## config.mk

```make
export PLATFORM = sky130hd
export DESIGN_NAME = comparator_bist_flat
export DESIGN_NICKNAME = d
export VERILOG_FILES = /design/src/rtl/comparator_bist_if.sv /design/src/rtl/comparator_bist.sv /design/src/flat_wrapper.sv
export SDC_FILE = /design/constraint.sdc
export NUM_CORES = 1
export LEC_CHECK = 0
export ABC_CLOCK_PERIOD_IN_PS = 4900
export CAP_MARGIN = 30
export CORE_AREA = 2 2 67 56
export CTS_BUF_LIST = sky130_fd_sc_hd__clkbuf_8
export CTS_CLUSTER_SIZE = 14
export DETAILED_ROUTE_END_ITERATION = 12
export DIE_AREA = 0 0 69 58
export PLACE_DENSITY = 0.85
export SETUP_SLACK_MARGIN = 0.4
export SYNTH_ARGS = -nofsm -noshare
export SYNTH_HDL_FRONTEND = slang
export SYNTH_SLANG_ARGS = --single-unit
```

## constraint.sdc

```tcl
create_clock -name clk -period 4.9 [get_ports clk]
set_clock_uncertainty 0.1 [all_clocks]
set_input_delay 0.735 -clock clk [delete_from_list [all_inputs] [get_ports clk]]
set_output_delay 0.735 -clock clk [all_outputs]
set_load 0.05 [all_outputs]
```

## src/rtl/comparator_bist_if.sv

```systemverilog
// Comparator-side bus between the BIST engine and the Comparator4bit under test.
// The engine drives the operands (master); the comparator returns its three flags (slave).
interface comparator_bist_if #(
    parameter int unsigned WIDTH = 4
);
    logic [WIDTH-1:0] dut_in0;
    logic [WIDTH-1:0] dut_in1;
    logic             dut_greater;
    logic             dut_smaller;
    logic             dut_equal;

    modport master (
        output dut_in0,
        output dut_in1,
        input  dut_greater,
        input  dut_smaller,
        input  dut_equal
    );

    modport slave (
        input  dut_in0,
        input  dut_in1,
        output dut_greater,
        output dut_smaller,
        output dut_equal
    );
endinterface

```

## src/rtl/comparator_bist.sv

```systemverilog
// Self-test engine for the Comparator4bit magnitude comparator: sweeps every operand
// pair, checks greater/smaller/equal and reports pass, error count and first failure.
module comparator_bist #(
    parameter int unsigned WIDTH  = 4,
    parameter int unsigned SETTLE = 1
) (
    input  logic               clk,
    input  logic               rst_n,
    input  logic               start,
    comparator_bist_if.master  cmp,
    output logic               busy,
    output logic               done,
    output logic               pass,
    output logic [2*WIDTH:0]   err_count,
    output logic [WIDTH-1:0]   fail_in0,
    output logic [WIDTH-1:0]   fail_in1,
    output logic               fail_valid
);
    localparam int unsigned IW = 2 * WIDTH;

    typedef enum logic [1:0] {
        IDLE,
        APPLY,
        CHECK,
        FINISH
    } state_t;

    state_t state;
    state_t state_nxt;

    logic [IW-1:0]    idx;
    logic [3:0]       settle_cnt;
    logic [WIDTH-1:0] op0;
    logic [WIDTH-1:0] op1;
    logic             settled;
    logic             last_vec;
    logic             mismatch;

    assign op0      = idx[IW-1:WIDTH];
    assign op1      = idx[WIDTH-1:0];
    assign settled  = (settle_cnt == 4'(SETTLE - 1));
    assign last_vec = (idx == '1);

    assign cmp.dut_in0 = op0;
    assign cmp.dut_in1 = op1;

    // Any deviation counts once, including several flags high or none at all.
    assign mismatch = (cmp.dut_greater != (op0 > op1))
                   || (cmp.dut_smaller != (op0 < op1))
                   || (cmp.dut_equal   != (op0 == op1));

    always_ff @(posedge clk) begin
        if (!rst_n) begin
            state <= IDLE;
        end else begin
            state <= state_nxt;
        end
    end

    always_comb begin
        state_nxt = state;
        busy      = 1'b1;
        case (state)
            IDLE: begin
                busy = 1'b0;
                if (start) begin
                    state_nxt = APPLY;
                end
            end
            APPLY: begin
                if (settled) begin
                    state_nxt = CHECK;
                end
            end
            CHECK: begin
                state_nxt = last_vec ? FINISH : APPLY;
            end
            FINISH: begin
                state_nxt = IDLE;
            end
            default: begin
                state_nxt = IDLE;
            end
        endcase
    end

    always_ff @(posedge clk) begin
        if (!rst_n) begin
            idx        <= '0;
            settle_cnt <= '0;
            done       <= 1'b0;
            pass       <= 1'b0;
            err_count  <= '0;
            fail_in0   <= '0;
            fail_in1   <= '0;
            fail_valid <= 1'b0;
        end else begin
            done <= 1'b0;
            case (state)
                IDLE: begin
                    if (start) begin
                        idx        <= '0;
                        settle_cnt <= '0;
                        pass       <= 1'b0;
                        err_count  <= '0;
                        fail_in0   <= '0;
                        fail_in1   <= '0;
                        fail_valid <= 1'b0;
                    end
                end
                APPLY: begin
                    settle_cnt <= settled ? '0 : settle_cnt + 4'd1;
                end
                CHECK: begin
                    if (mismatch) begin
                        if (err_count != '1) begin
                            err_count <= err_count + 1'b1;
                        end
                        if (!fail_valid) begin
                            fail_in0   <= op0;
                            fail_in1   <= op1;
                            fail_valid <= 1'b1;
                        end
                    end
                    if (!last_vec) begin
                        idx <= idx + 1'b1;
                    end
                end
                FINISH: begin
                    // The final CHECK has already updated err_count by now.
                    done <= 1'b1;
                    pass <= (err_count == '0);
                end
                default: begin
                end
            endcase
        end
    end
endmodule

```

## src/flat_wrapper.sv

```systemverilog
// flat-port wrapper written by rule: the top's interface ports become plain ports
module comparator_bist_flat 
#(
    parameter int unsigned WIDTH  = 4,
    parameter int unsigned SETTLE = 1
)
  (clk, rst_n, start, busy, done, pass, err_count, fail_in0, fail_in1, fail_valid, cmp_dut_in0, cmp_dut_in1, cmp_dut_greater, cmp_dut_smaller, cmp_dut_equal);
  comparator_bist_if #(.WIDTH(WIDTH)) cmp_i ();
  input  logic clk;
  input  logic rst_n;
  input  logic start;
  output logic busy;
  output logic done;
  output logic pass;
  output logic [2*WIDTH:0] err_count;
  output logic [WIDTH-1:0] fail_in0;
  output logic [WIDTH-1:0] fail_in1;
  output logic fail_valid;
  output wire logic [$bits(cmp_i.dut_in0)-1:0] cmp_dut_in0;
  output wire logic [$bits(cmp_i.dut_in1)-1:0] cmp_dut_in1;
  input wire logic [$bits(cmp_i.dut_greater)-1:0] cmp_dut_greater;
  input wire logic [$bits(cmp_i.dut_smaller)-1:0] cmp_dut_smaller;
  input wire logic [$bits(cmp_i.dut_equal)-1:0] cmp_dut_equal;
  assign cmp_dut_in0 = cmp_i.dut_in0;
  assign cmp_dut_in1 = cmp_i.dut_in1;
  assign cmp_i.dut_greater = cmp_dut_greater;
  assign cmp_i.dut_smaller = cmp_dut_smaller;
  assign cmp_i.dut_equal = cmp_dut_equal;
  comparator_bist #(.WIDTH(WIDTH), .SETTLE(SETTLE)) u_core (.clk(clk), .rst_n(rst_n), .start(start), .cmp(cmp_i), .busy(busy), .done(done), .pass(pass), .err_count(err_count), .fail_in0(fail_in0), .fail_in1(fail_in1), .fail_valid(fail_valid));
endmodule
```

==> flow_metrics.py <==
metrics = {
    "critical_path": {
        "crit_required_ns": 5.03,
        "cp_max_fo": 27,
        "worstSetupEndpointType": "flop",
        "reg2regPathDepth": 8,
        "critPathKind": "input pin to flop",
        "worstSetupStartpointType": "input pin",
        "cp.arrival_ns": 2.91,
    },
    "clocking": {
        "cts_buffer_depth": 2,
        "cts_buffers": 5,
        "post_cts_buffers": 0,
        "cts_tree": "built",
        "cts-root-buf": "clkbuf_8",
        "ctsHoldBuffers": 0,
        "htreeDepth": 2,
        "clk-insertion-delay-late_ns": 0.29,
        "clk_pin_slew_worst_paths_ns": 0.07,
        "cts.sinks": 34,
        "cts_resized": 0,
    },
    "placement": {
        "dp_hpwl_mm": 2.95,
        "portBuffers": 34,
        "gp_congestion": 0.858,
    },
    "route": {
        "postRouteAntennaNets": 0,
        "drt_wl_total_mm": 4.07,
        "drtIter0Drc": 114,
        "via_per_inst": 5.86,
        "num_vias": 1648,
        "drt-pass1-iter-count": 5,
        "drc": 0,
        "wl_per_cell_um": 14.5,
    },
    "final_layout": {
        "n_antenna_cell": 0,
        "seqCellArea_um2": 681,
        "num-fill-cells": 278,
        "areaGrowthSynthToFinish_pct": 24.7,
        "layout.nets": 254,
        "drive_above_1_share_pct": 8.79,
        "multi_input_area_um2": 1070,
    },
    "power": {
        "total_power_uw": 583,
        "p_seq_share_pct": 48.5,
        "p_switching_uw": 136,
        "p_comb_share_pct": 8.7,
        "swShare_pct": 23.3,
        "leakage_uw": 0.000884,
        "ir_worst_vdd_mv": 0.155,
        "p_int_uw": 447,
        "clockPowerShare_pct": 42.9,
        "p_per_area_nw_per_um2": 253,
    },
    "die": {
        "start_util_pct": 55.5,
        "row_count": 19,
        "core_area_um2": 3330,
        "io-pin-count": 35,
        "die-area_um2": 4000,
        "die_y_um": 58,
        "die_w_um": 69,
    },
    "timing": {
        "finalCriticalPeriod_ns": 2.77,
        "slew_violations": 0,
        "finalSetupTns_ns": 0,
        "slew_headroom_pct": 44.2,
        "fin_crit_sh_pct": 56.6,
        "finalSetupViolCount": 0,
        "rsz0062_at_grt": "no",
        "hold_viol": 0,
        "max_freq_mhz": 361,
        "tightest_slew_ns": 0.834,
    },
    "yosys": {
        "synth_edf_count": 0,
        "syn-instance-count": 205,
        "ys.flop_type": "dfxtp_1",
        "ys_ff_latch": 34,
        "syn_nets": 221,
        "async_reset_ff_share_pct": 0,
        "synth.distinct_cells": 47,
        "ys_seq_area_share_pct": 36.9,
        "syn_avg_cell_area_um2": 9.00,
        "synth_warnings": 0,
        "syn_area_um2": 1850,
    },
    "global_route": {
        "grt_pass1_wl_mm": 6.84,
        "grtUsageTotal_pct": 21.5,
        "grt_pass1_vias": 1448,
        "grt_max_degree": 28,
        "grt_overflow": 0,
        "antenna_found_initial": 0,
    },
    "outcome": {
        "outcome": "completed",
    },
    "hold_path": {
        "whs_path_depth": 2,
        "hp-class": "flop to flop",
    },
    "job": {
        "cap_violations": 0,
    },
}
-- kinds of logic after synthesis --
| logic type | after synthesis | share of synthesized area, % |
|---|---|---|
| AND/OR/NAND/NOR | 79 | 24.1 |
| AO/OA/AOI/OAI | 52 | 22.6 |
| flip-flops | 34 | 36.9 |
| buffers and inverters | 21 | 5.15 |
| adder cells (fa/ha/maj) | 10 | 6.78 |
| XOR/XNOR | 5 | 2.37 |
| multiplexers | 4 | 2.17 |
-- synthesized netlist by cell type (all sizes together), types with 3 or more instances --
| library cell | n | share of area (%) |
|---|---|---|
| a21oi | 5 | 1.4 |
| a41oi | 6 | 2.8 |
| and2 | 7 | 2.4 |
| mux2i | 4 | 2.2 |
| nand3 | 8 | 2.8 |
| nand2b | 6 | 2.0 |
| a32o | 6 | 3.5 |
| and3 | 7 | 2.4 |
| buf | 3 | 1.5 |
| nor3 | 3 | 0.81 |
| dfxtp | 34 | 37 |
| nor2 | 10 | 2.0 |
| clkbuf | 5 | 1.0 |
| nand2 | 20 | 4.1 |
| xnor2 | 5 | 2.4 |
| ha | 10 | 6.8 |
| nor2b | 3 | 1.4 |
| inv | 13 | 2.6 |
| a21o | 4 | 1.6 |
| nand4 | 3 | 1.0 |
| o21ai | 13 | 4.7 |
| or3 | 4 | 1.4 |
| a21boi | 3 | 1.2 |
-- registers in the layout, indices dropped and copies added, names as in the netlist --
name,flops
u_core.idx,8
u_core.fail_valid,1
u_core.pass,1
u_core.settle_cnt,4
u_core.err_count,9
u_core.state,2
u_core.fail_in0,4
u_core.done,1
u_core.fail_in1,4
-- per-stage QoR --
step	cell area [µm²]	utilization, %	cells	worst slack, ns	hold WS, ns
after floorplan	1850	-	205	2.07	0.418
after global placement	2190	65.9	273	1.89	0.354
after detailed placement	2190	65.9	273	1.84	0.350
after CTS	2300	69.1	281	2.15	0.359
after global routing	2300	69.1	281	1.98	0.385
final	2300	69.1	281	2.13	0.358
-- power by group through the flow --
stage	sequential [µW]	clock (µW)	combinational, µW
floorplan	290	0	35.6
global placement	288	0	49.5
detailed placement	289	0	50.3
CTS	282	256	50.4
global route	283	270	54.5
finish	283	250	50.6
-- area by class of cell --
class / instances / area share [%]
clock buffer: 5 / 2.99
multi-input combinational: 150 / 46.5
inverter: 13 / 2.12
timing repair buffer: 34 / 14.8
sequential: 34 / 29.6
clock inverter: 3 / 1.74
tap: 42 / 2.28
-- placed cells by master, fill, tap and decap left out, types with 3 or more instances in the layout --
cell type / instances
mux2i_1: 4
o21ai_0: 9
nor2_1: 10
or3_1: 4
clkbuf_8: 5
inv_1: 13
clkdlybuf4s50_1: 34
nand2b_1: 6
ha_1: 10
a21boi_0: 3
and3_1: 7
a41oi_1: 6
nand4_1: 3
nand2_1: 20
nand3_1: 7
a32o_2: 4
xnor2_1: 5
a21oi_1: 5
dfxtp_1: 34
and2_1: 6
nor3_1: 3
a21o_1: 4
-- metal layers --
layer | up-vias | wire length, µm | track usage (%)
met4 | 0 | 72 | 9.52
met5 | - | 0 | 0
met2 | 49 | 1780 | 32.1
met3 | 7 | 251 | 5.74
li1 | 818 | - | -
met1 | 774 | 1960 | 29.6
-- worst paths after layout --
path | start | endpoint | slack, ns
setup reg to reg | u_core.idx[1] | u_core.fail_in0[0] | 2.22
hold reg to reg | u_core.fail_in0[2] | u_core.fail_in0[2] | 0.36
hold / removal | u_core.fail_in0[2] | u_core.fail_in0[2] | 0.36
setup / recovery | rst_n | u_core.err_count[7] | 2.13
-- critical path, cell delays in order --
cell	delay (ns)
clkdlybuf4s50_1	1.01
nand2_1	0.32
or3_1	0.41
or3_1	0.34
nand3_1	0.08
(Power assumes the default switching activity.)
